`src/rtl/sched_pkg.sv`:
```
// Shared types and default widths for the strobe scheduler.
package sched_pkg;

  // Config FSM: IDLE accepts a request, APPLY commits it one cycle later.
  typedef enum logic [0:0] {
    CFG_IDLE  = 1'b0,
    CFG_APPLY = 1'b1
  } cfg_state_e;

  // Channel run mode.
  typedef enum logic [0:0] {
    MODE_PERIODIC = 1'b0,
    MODE_ONESHOT  = 1'b1
  } ch_mode_e;

  localparam int DEF_NUM_CH = 4;
  localparam int DEF_CH_W   = 2;
  localparam int DEF_DIV_W  = 16;

endpackage

```
`src/rtl/strobe_channel.sv`:
```
// One strobe channel: divides the shared base tick by a programmable ratio,
// periodic or one-shot. A commit always wins over a same-cycle terminal count.
module strobe_channel
  import sched_pkg::*;
#(
  parameter int DIV_W = DEF_DIV_W
) (
  input  logic             clk,
  input  logic             reset,
  input  logic             base_tick,
  input  logic             commit,
  input  logic [DIV_W-1:0] commit_div,
  input  ch_mode_e         commit_mode,
  input  logic             enable,
  output logic             tick,
  output logic             busy
);

  logic [DIV_W-1:0] div_reg, div_next;
  logic [DIV_W-1:0] cnt_reg, cnt_next;
  ch_mode_e         mode_reg, mode_next;
  logic             armed_reg, armed_next;
  logic             tick_reg, tick_next;
  logic             busy_reg;
  logic             active;
  logic             terminal;

  // div-1 is only evaluated while div is nonzero, so it never underflows
  assign active   = armed_reg & enable & (div_reg != '0);
  assign terminal = active & base_tick & (cnt_reg == (div_reg - DIV_W'(1)));

  // Next-state: commit, hold-at-zero when inactive, or count base ticks
  always_comb begin
    div_next   = div_reg;
    mode_next  = mode_reg;
    armed_next = armed_reg;
    cnt_next   = cnt_reg;
    tick_next  = 1'b0;
    if (commit) begin
      div_next   = commit_div;
      mode_next  = commit_mode;
      armed_next = 1'b1;
      cnt_next   = '0;
    end else if (!active) begin
      cnt_next = '0;
    end else if (base_tick) begin
      if (terminal) begin
        cnt_next  = '0;
        tick_next = 1'b1;
        if (mode_reg == MODE_ONESHOT) begin
          armed_next = 1'b0;
        end
      end else begin
        cnt_next = cnt_reg + DIV_W'(1);
      end
    end
  end

  // State registers; busy is taken from next-state so it drops with the final tick
  always_ff @(posedge clk) begin
    if (reset) begin
      div_reg   <= '0;
      mode_reg  <= MODE_PERIODIC;
      armed_reg <= 1'b0;
      cnt_reg   <= '0;
      tick_reg  <= 1'b0;
      busy_reg  <= 1'b0;
    end else begin
      div_reg   <= div_next;
      mode_reg  <= mode_next;
      armed_reg <= armed_next;
      cnt_reg   <= cnt_next;
      tick_reg  <= tick_next;
      busy_reg  <= armed_next & enable & (div_next != '0);
    end
  end

  assign tick = tick_reg;
  assign busy = busy_reg;

endmodule

```
`src/rtl/strobe_scheduler.sv`:
```
// Multi-channel periodic/one-shot strobe scheduler: shared prescaler, a
// two-state config FSM and NUM_CH strobe_channel instances.
// Optional macro SCHED_BAD_CFG_EN adds a sticky cfg_err output flagging
// commits that target a nonexistent channel.
module strobe_scheduler
  import sched_pkg::*;
#(
  parameter  int NUM_CH   = DEF_NUM_CH,
  parameter  int PRESCALE = 100,
  parameter  int DIV_W    = DEF_DIV_W,
  localparam int CH_W     = (NUM_CH > 1) ? $clog2(NUM_CH) : 1
) (
  input  logic              clk,
  input  logic              reset,
  input  logic              cfg_valid,
  output logic              cfg_ready,
  input  logic [CH_W-1:0]   cfg_ch,
  input  logic [DIV_W-1:0]  cfg_div,
  input  logic              cfg_oneshot,
  input  logic [NUM_CH-1:0] ch_enable,
  output logic              base_tick,
  output logic [NUM_CH-1:0] tick,
  output logic [NUM_CH-1:0] busy
`ifdef SCHED_BAD_CFG_EN
  ,
  output logic              cfg_err
`endif
);

  localparam int PS_W = $clog2(PRESCALE);

  logic [PS_W-1:0]  presc_reg;
  logic             base_tick_reg;
  cfg_state_e       state_reg, state_next;
  logic [CH_W-1:0]  hold_ch_reg;
  logic [DIV_W-1:0] hold_div_reg;
  ch_mode_e         hold_mode_reg;

  // Prescaler: count 0..PRESCALE-1, base tick registered off the wrap value
  always_ff @(posedge clk) begin
    if (reset) begin
      presc_reg     <= '0;
      base_tick_reg <= 1'b0;
    end else begin
      base_tick_reg <= (presc_reg == PS_W'(PRESCALE - 1));
      if (presc_reg == PS_W'(PRESCALE - 1)) begin
        presc_reg <= '0;
      end else begin
        presc_reg <= presc_reg + PS_W'(1);
      end
    end
  end

  assign base_tick = base_tick_reg;

  // Config FSM transitions: APPLY always lasts exactly one cycle
  always_comb begin
    state_next = state_reg;
    case (state_reg)
      CFG_IDLE:  if (cfg_valid) state_next = CFG_APPLY;
      CFG_APPLY: state_next = CFG_IDLE;
      default:   state_next = CFG_IDLE;
    endcase
  end

  // FSM state and request holding registers
  always_ff @(posedge clk) begin
    if (reset) begin
      state_reg     <= CFG_IDLE;
      hold_ch_reg   <= '0;
      hold_div_reg  <= '0;
      hold_mode_reg <= MODE_PERIODIC;
    end else begin
      state_reg <= state_next;
      if (state_reg == CFG_IDLE && cfg_valid) begin
        hold_ch_reg   <= cfg_ch;
        hold_div_reg  <= cfg_div;
        hold_mode_reg <= cfg_oneshot ? MODE_ONESHOT : MODE_PERIODIC;
      end
    end
  end

  assign cfg_ready = (state_reg == CFG_IDLE);

  // One channel per index; an out-of-range hold_ch matches no instance
  for (genvar gi = 0; gi < NUM_CH; gi++) begin : g_ch
    logic commit;
    assign commit = (state_reg == CFG_APPLY) && (hold_ch_reg == CH_W'(gi));

    strobe_channel #(
      .DIV_W(DIV_W)
    ) u_ch (
      .clk        (clk),
      .reset      (reset),
      .base_tick  (base_tick_reg),
      .commit     (commit),
      .commit_div (hold_div_reg),
      .commit_mode(hold_mode_reg),
      .enable     (ch_enable[gi]),
      .tick       (tick[gi]),
      .busy       (busy[gi])
    );
  end

`ifdef SCHED_BAD_CFG_EN
  localparam logic [CH_W:0] NUM_CH_L = (CH_W + 1)'(NUM_CH);

  logic cfg_err_reg;
  logic ch_in_range;

  assign ch_in_range = ({1'b0, hold_ch_reg} < NUM_CH_L);

  // Sticky error for a commit aimed past the last channel
  always_ff @(posedge clk) begin
    if (reset) begin
      cfg_err_reg <= 1'b0;
    end else if (state_reg == CFG_APPLY && !ch_in_range) begin
      cfg_err_reg <= 1'b1;
    end
  end

  assign cfg_err = cfg_err_reg;
`endif

endmodule

```
`config.mk`:
```
export PLATFORM = sky130hd
export DESIGN_NAME = strobe_scheduler
export DESIGN_NICKNAME = d
export VERILOG_FILES = /design/src/rtl/sched_pkg.sv /design/src/rtl/strobe_channel.sv /design/src/rtl/strobe_scheduler.sv
export SDC_FILE = /design/constraint.sdc
export NUM_CORES = 1
export LEC_CHECK = 0
export ABC_CLOCK_PERIOD_IN_PS = 3100
export CAP_MARGIN = 20
export CORE_UTILIZATION = 54
export DETAILED_ROUTE_END_ITERATION = 10
export PLACE_DENSITY = 0.7
export SYNTH_ARGS = -nofsm -noshare
export SYNTH_HDL_FRONTEND = slang
export SYNTH_SLANG_ARGS = --single-unit
```
`constraint.sdc`:
```
create_clock -name clk -period 3.1 [get_ports clk]
set_input_delay 0.775 -clock clk [delete_from_list [all_inputs] [get_ports clk]]
set_output_delay 0.775 -clock clk [all_outputs]
set_load 0.05 [all_outputs]
```
==> results.sh <==
export IMPL_status="completed"
export IMPL_synthTopCellsByArea="dfxtp_1 38%, nand2_1 10%, xnor2_1 7.0%"
export IMPL_busiest_layer="met2"
export IMPL_synth_common_cells="243 x nand2_1, 172 x dfxtp_1, 102 x a21oi_1"
export IMPL_via_per_inst=5.683
export IMPL_gp_congestion=0.8837
export IMPL_synthCells=1152
export IMPL_clkSlewWorstSetupHoldPaths_ns=0.06
export IMPL_combinationalPowerShare_pct=5.9
export IMPL_synth_top_area_share_pct=37.91
export IMPL_use_met3_pct=4.205
export IMPL_cts_sinks=172
export IMPL_grt_pass1_wl_um=36890
export IMPL_grtUsageMet2_pct=42.00
export IMPL_io_pins=36
export IMPL_crit_fanout=2
export IMPL_relSlewSlack_pct=40.83
export IMPL_cp_data_required_time_ns=3.38
export IMPL_maxCapViolCount=0
export IMPL_hold_violations=0
export IMPL_synth_edff_count=0
export IMPL_start_kind="input pin"
export IMPL_synth_net_count=1191
export IMPL_fmax_ghz=0.3323
export IMPL_row_count=47
export IMPL_crit_path_end_kind="flop"
export IMPL_wl_um=21910
export IMPL_drt_iter0_drc=741
export IMPL_internal_power_mw=3.643
export IMPL_cts_buffers=17
export IMPL_area_growth_pct=13.24
export IMPL_drt_pass1_iterations=6
export IMPL_synth_largest_area_cell="dfxtp_1"
export IMPL_insertion_delay_ns=0.43
export IMPL_timing_final_crit_period_ns=3.009
export IMPL_dieArea_um2=17340
export IMPL_tritoncts="done"
export IMPL_switchingPower_mw=1.090
export IMPL_min_period_over_period_pct=97.07
export IMPL_grt_max_degree=40
export IMPL_antenna_diode_count=0
export IMPL_p_seq_share_pct=48.2
export IMPL_fin_cells=1405
export IMPL_avgSynthCellArea_um2=7.885
export IMPL_crit_path_max_incr_delay_ns=0.50
export IMPL_core_um2=16520
export IMPL_criticalPathCategory="in -> reg"
export IMPL_synthesis_area_um2=9084
export IMPL_power_density_nw_per_um2=460.2
export IMPL_vdd_drop_max_uv=430.3
export IMPL_placement_io_buffers=35
export IMPL_die_x_um=131.7
export IMPL_grt_use_total_pct=26.23
export IMPL_synth_flop_cell="dfxtp_1"
export IMPL_drtAntennaViolNets=0
export IMPL_slew_viol_final=0
export IMPL_fin_nets=1212
export IMPL_fin_skew_ns=0.006926
export IMPL_synth_most_common_cell="nand2_1"
export IMPL_finalSetupViolations=0
export IMPL_dp_cells=1372
export IMPL_num_vias=7984
export IMPL_globalRouteOverflowTotal=0
export IMPL_start_util_pct=54.97
export IMPL_total_power_mw=4.733
export IMPL_switching_share_pct=23.04
export IMPL_power_frac_clock_pct=45.9
export IMPL_ys_seq_area_share_pct=37.91
export IMPL_place_detailed_hpwl_um=15560
export IMPL_root_buffer="clkbuf_16"
export IMPL_layout_drive_gt1_share_pct=7.342
export IMPL_power_leakage_nw=3.623
export IMPL_hold_buffers=0
export IMPL_htree_num_levels=4
export IMPL_min_path_type="reg -> reg"
export IMPL_cpMaxStageDelayCell="clkdlybuf4s50_1"
export IMPL_ys_warn_count=0
export IMPL_netlist_cell_type_count=73
export IMPL_crit_chain="clkdlybuf4s50_1 -> nand3_1 -> or3b_2 -> or4b_1 -> or4_1 -> nor4_2 -> buf_4 -> a311oi_1"
export IMPL_grt_pass1_vias=7477
export IMPL_critPathArrivalTime_ns=3.28
export IMPL_antenna_found_initial=0
export IMPL_drc_errors=0
export IMPL_ys_ff_latch=172
export IMPL_met1_usage_pct=35.78
export IMPL_worst_pin_slew_ns=0.8827
export IMPL_routedWlPerCell_um=15.60
export IMPL_cts_max_path_buffers=2
export IMPL_fp_dieH_um=131.7
export IMPL_async_flop_share_pct=0
-- routing by layer --
metal,routed length (um),vias up,share of wire (%)
li1,-,4016,-
met1,10420,3771,48
met2,10130,153,46
met3,893,44,4.1
met4,469,0,2.1
met5,0,-,0
-- cell type report --
| cell class | instances | area (um2) |
|---|---|---|
| clock buffers | 21 | 450.4 |
| clock inverters | 10 | 142.6 |
| fillers | 1513 | 6238 |
| inverters | 19 | 71.32 |
| multi-input cells | 894 | 5290 |
| flip-flops and latches | 172 | 3443 |
| well taps | 220 | 275.3 |
| repair buffers | 69 | 613.1 |
-- cells by family after synthesis --
family,count (synthesis),synth area share (%)
AO/OA/AOI/OAI,168,11.06
XOR/XNOR,143,13.94
adder cells (fa/ha/maj),13,1.791
buffers and inverters,86,4.050
flip-flops,172,37.91
multiplexers,8,0.8953
AND/OR/NAND/NOR,562,30.36
-- layout by cell type (no fill, tap or decap), types with 4 or more instances in the layout --
cell,instances
nand2_1,243
dfxtp_1,172
a21oi_1,102
nor2_1,80
xnor2_1,73
xor2_1,69
nor3_1,55
nand3_1,36
buf_4,35
clkdlybuf4s50_1,33
nand4_1,26
and3_1,23
nor4_1,20
inv_1,19
clkbuf_16,17
ha_1,13
o21ai_0,12
o211ai_1,9
nand2b_1,8
or4_1,8
a211oi_1,8
mux2i_1,7
nor4b_1,5
o31ai_1,5
nand4b_1,5
and2_1,5
or3_1,4
nor3b_1,4
and4_1,4
nor2b_1,4
clkinvlp_4,4
-- repair_timing --
item                                    in CTS  in global routing
endpoints found under the setup margin       0                 19
resized for setup                            0                  2
buffers inserted                             0                  2
-- critical path, delay by kind of cell --
kind / cells / cell delay [ns]
and+or+nand+nor: 5 / 1.74
AOI/OAI and AO/OA: 1 / 0.09
buffers and inverters: 2 / 0.68
-- stage by stage --
step / hold WS, ns / instance area, um2 / utilization, % / TNS [ns] / setup WS, ns
global placement: 0.4349 / 9653 / 58.42 / -1.067 / -0.3906
finish: 0.4483 / 10290 / 62.25 / 0 / 0.09070
detailed placement: 0.4407 / 9653 / 58.42 / -0.9119 / -0.3475
CTS: 0.4526 / 10250 / 62.00 / 0 / 0.06769
global route: 0.4723 / 10290 / 62.25 / -0.04158 / -0.04158
floorplan: 0.4176 / 9084 / - / 0 / 0.2506
-- power by group through the flow --
stage | logic, mW | clock network [mW] | registers, mW
finish | 0.280 | 2.17 | 2.28
global route | 0.311 | 2.29 | 2.28
CTS | 0.273 | 2.20 | 2.28
detailed placement | 0.272 | 0 | 2.33
global placement | 0.269 | 0 | 2.33
floorplan | 0.182 | 0 | 2.31
-- worst paths after layout --
check	startpoint	end	slack [ns]	cells after the start
worst max-delay path	ch_enable[0]	g_ch[0].u_ch.armed_reg	0.09	8
worst min-delay path	presc_reg[0]	presc_reg[0]	0.45	1
worst max register to register	g_ch[0].u_ch.div_reg[1]	g_ch[0].u_ch.armed_reg	0.10	9
worst min register to register	presc_reg[0]	presc_reg[0]	0.45	1
(Power assumes the default switching activity.)
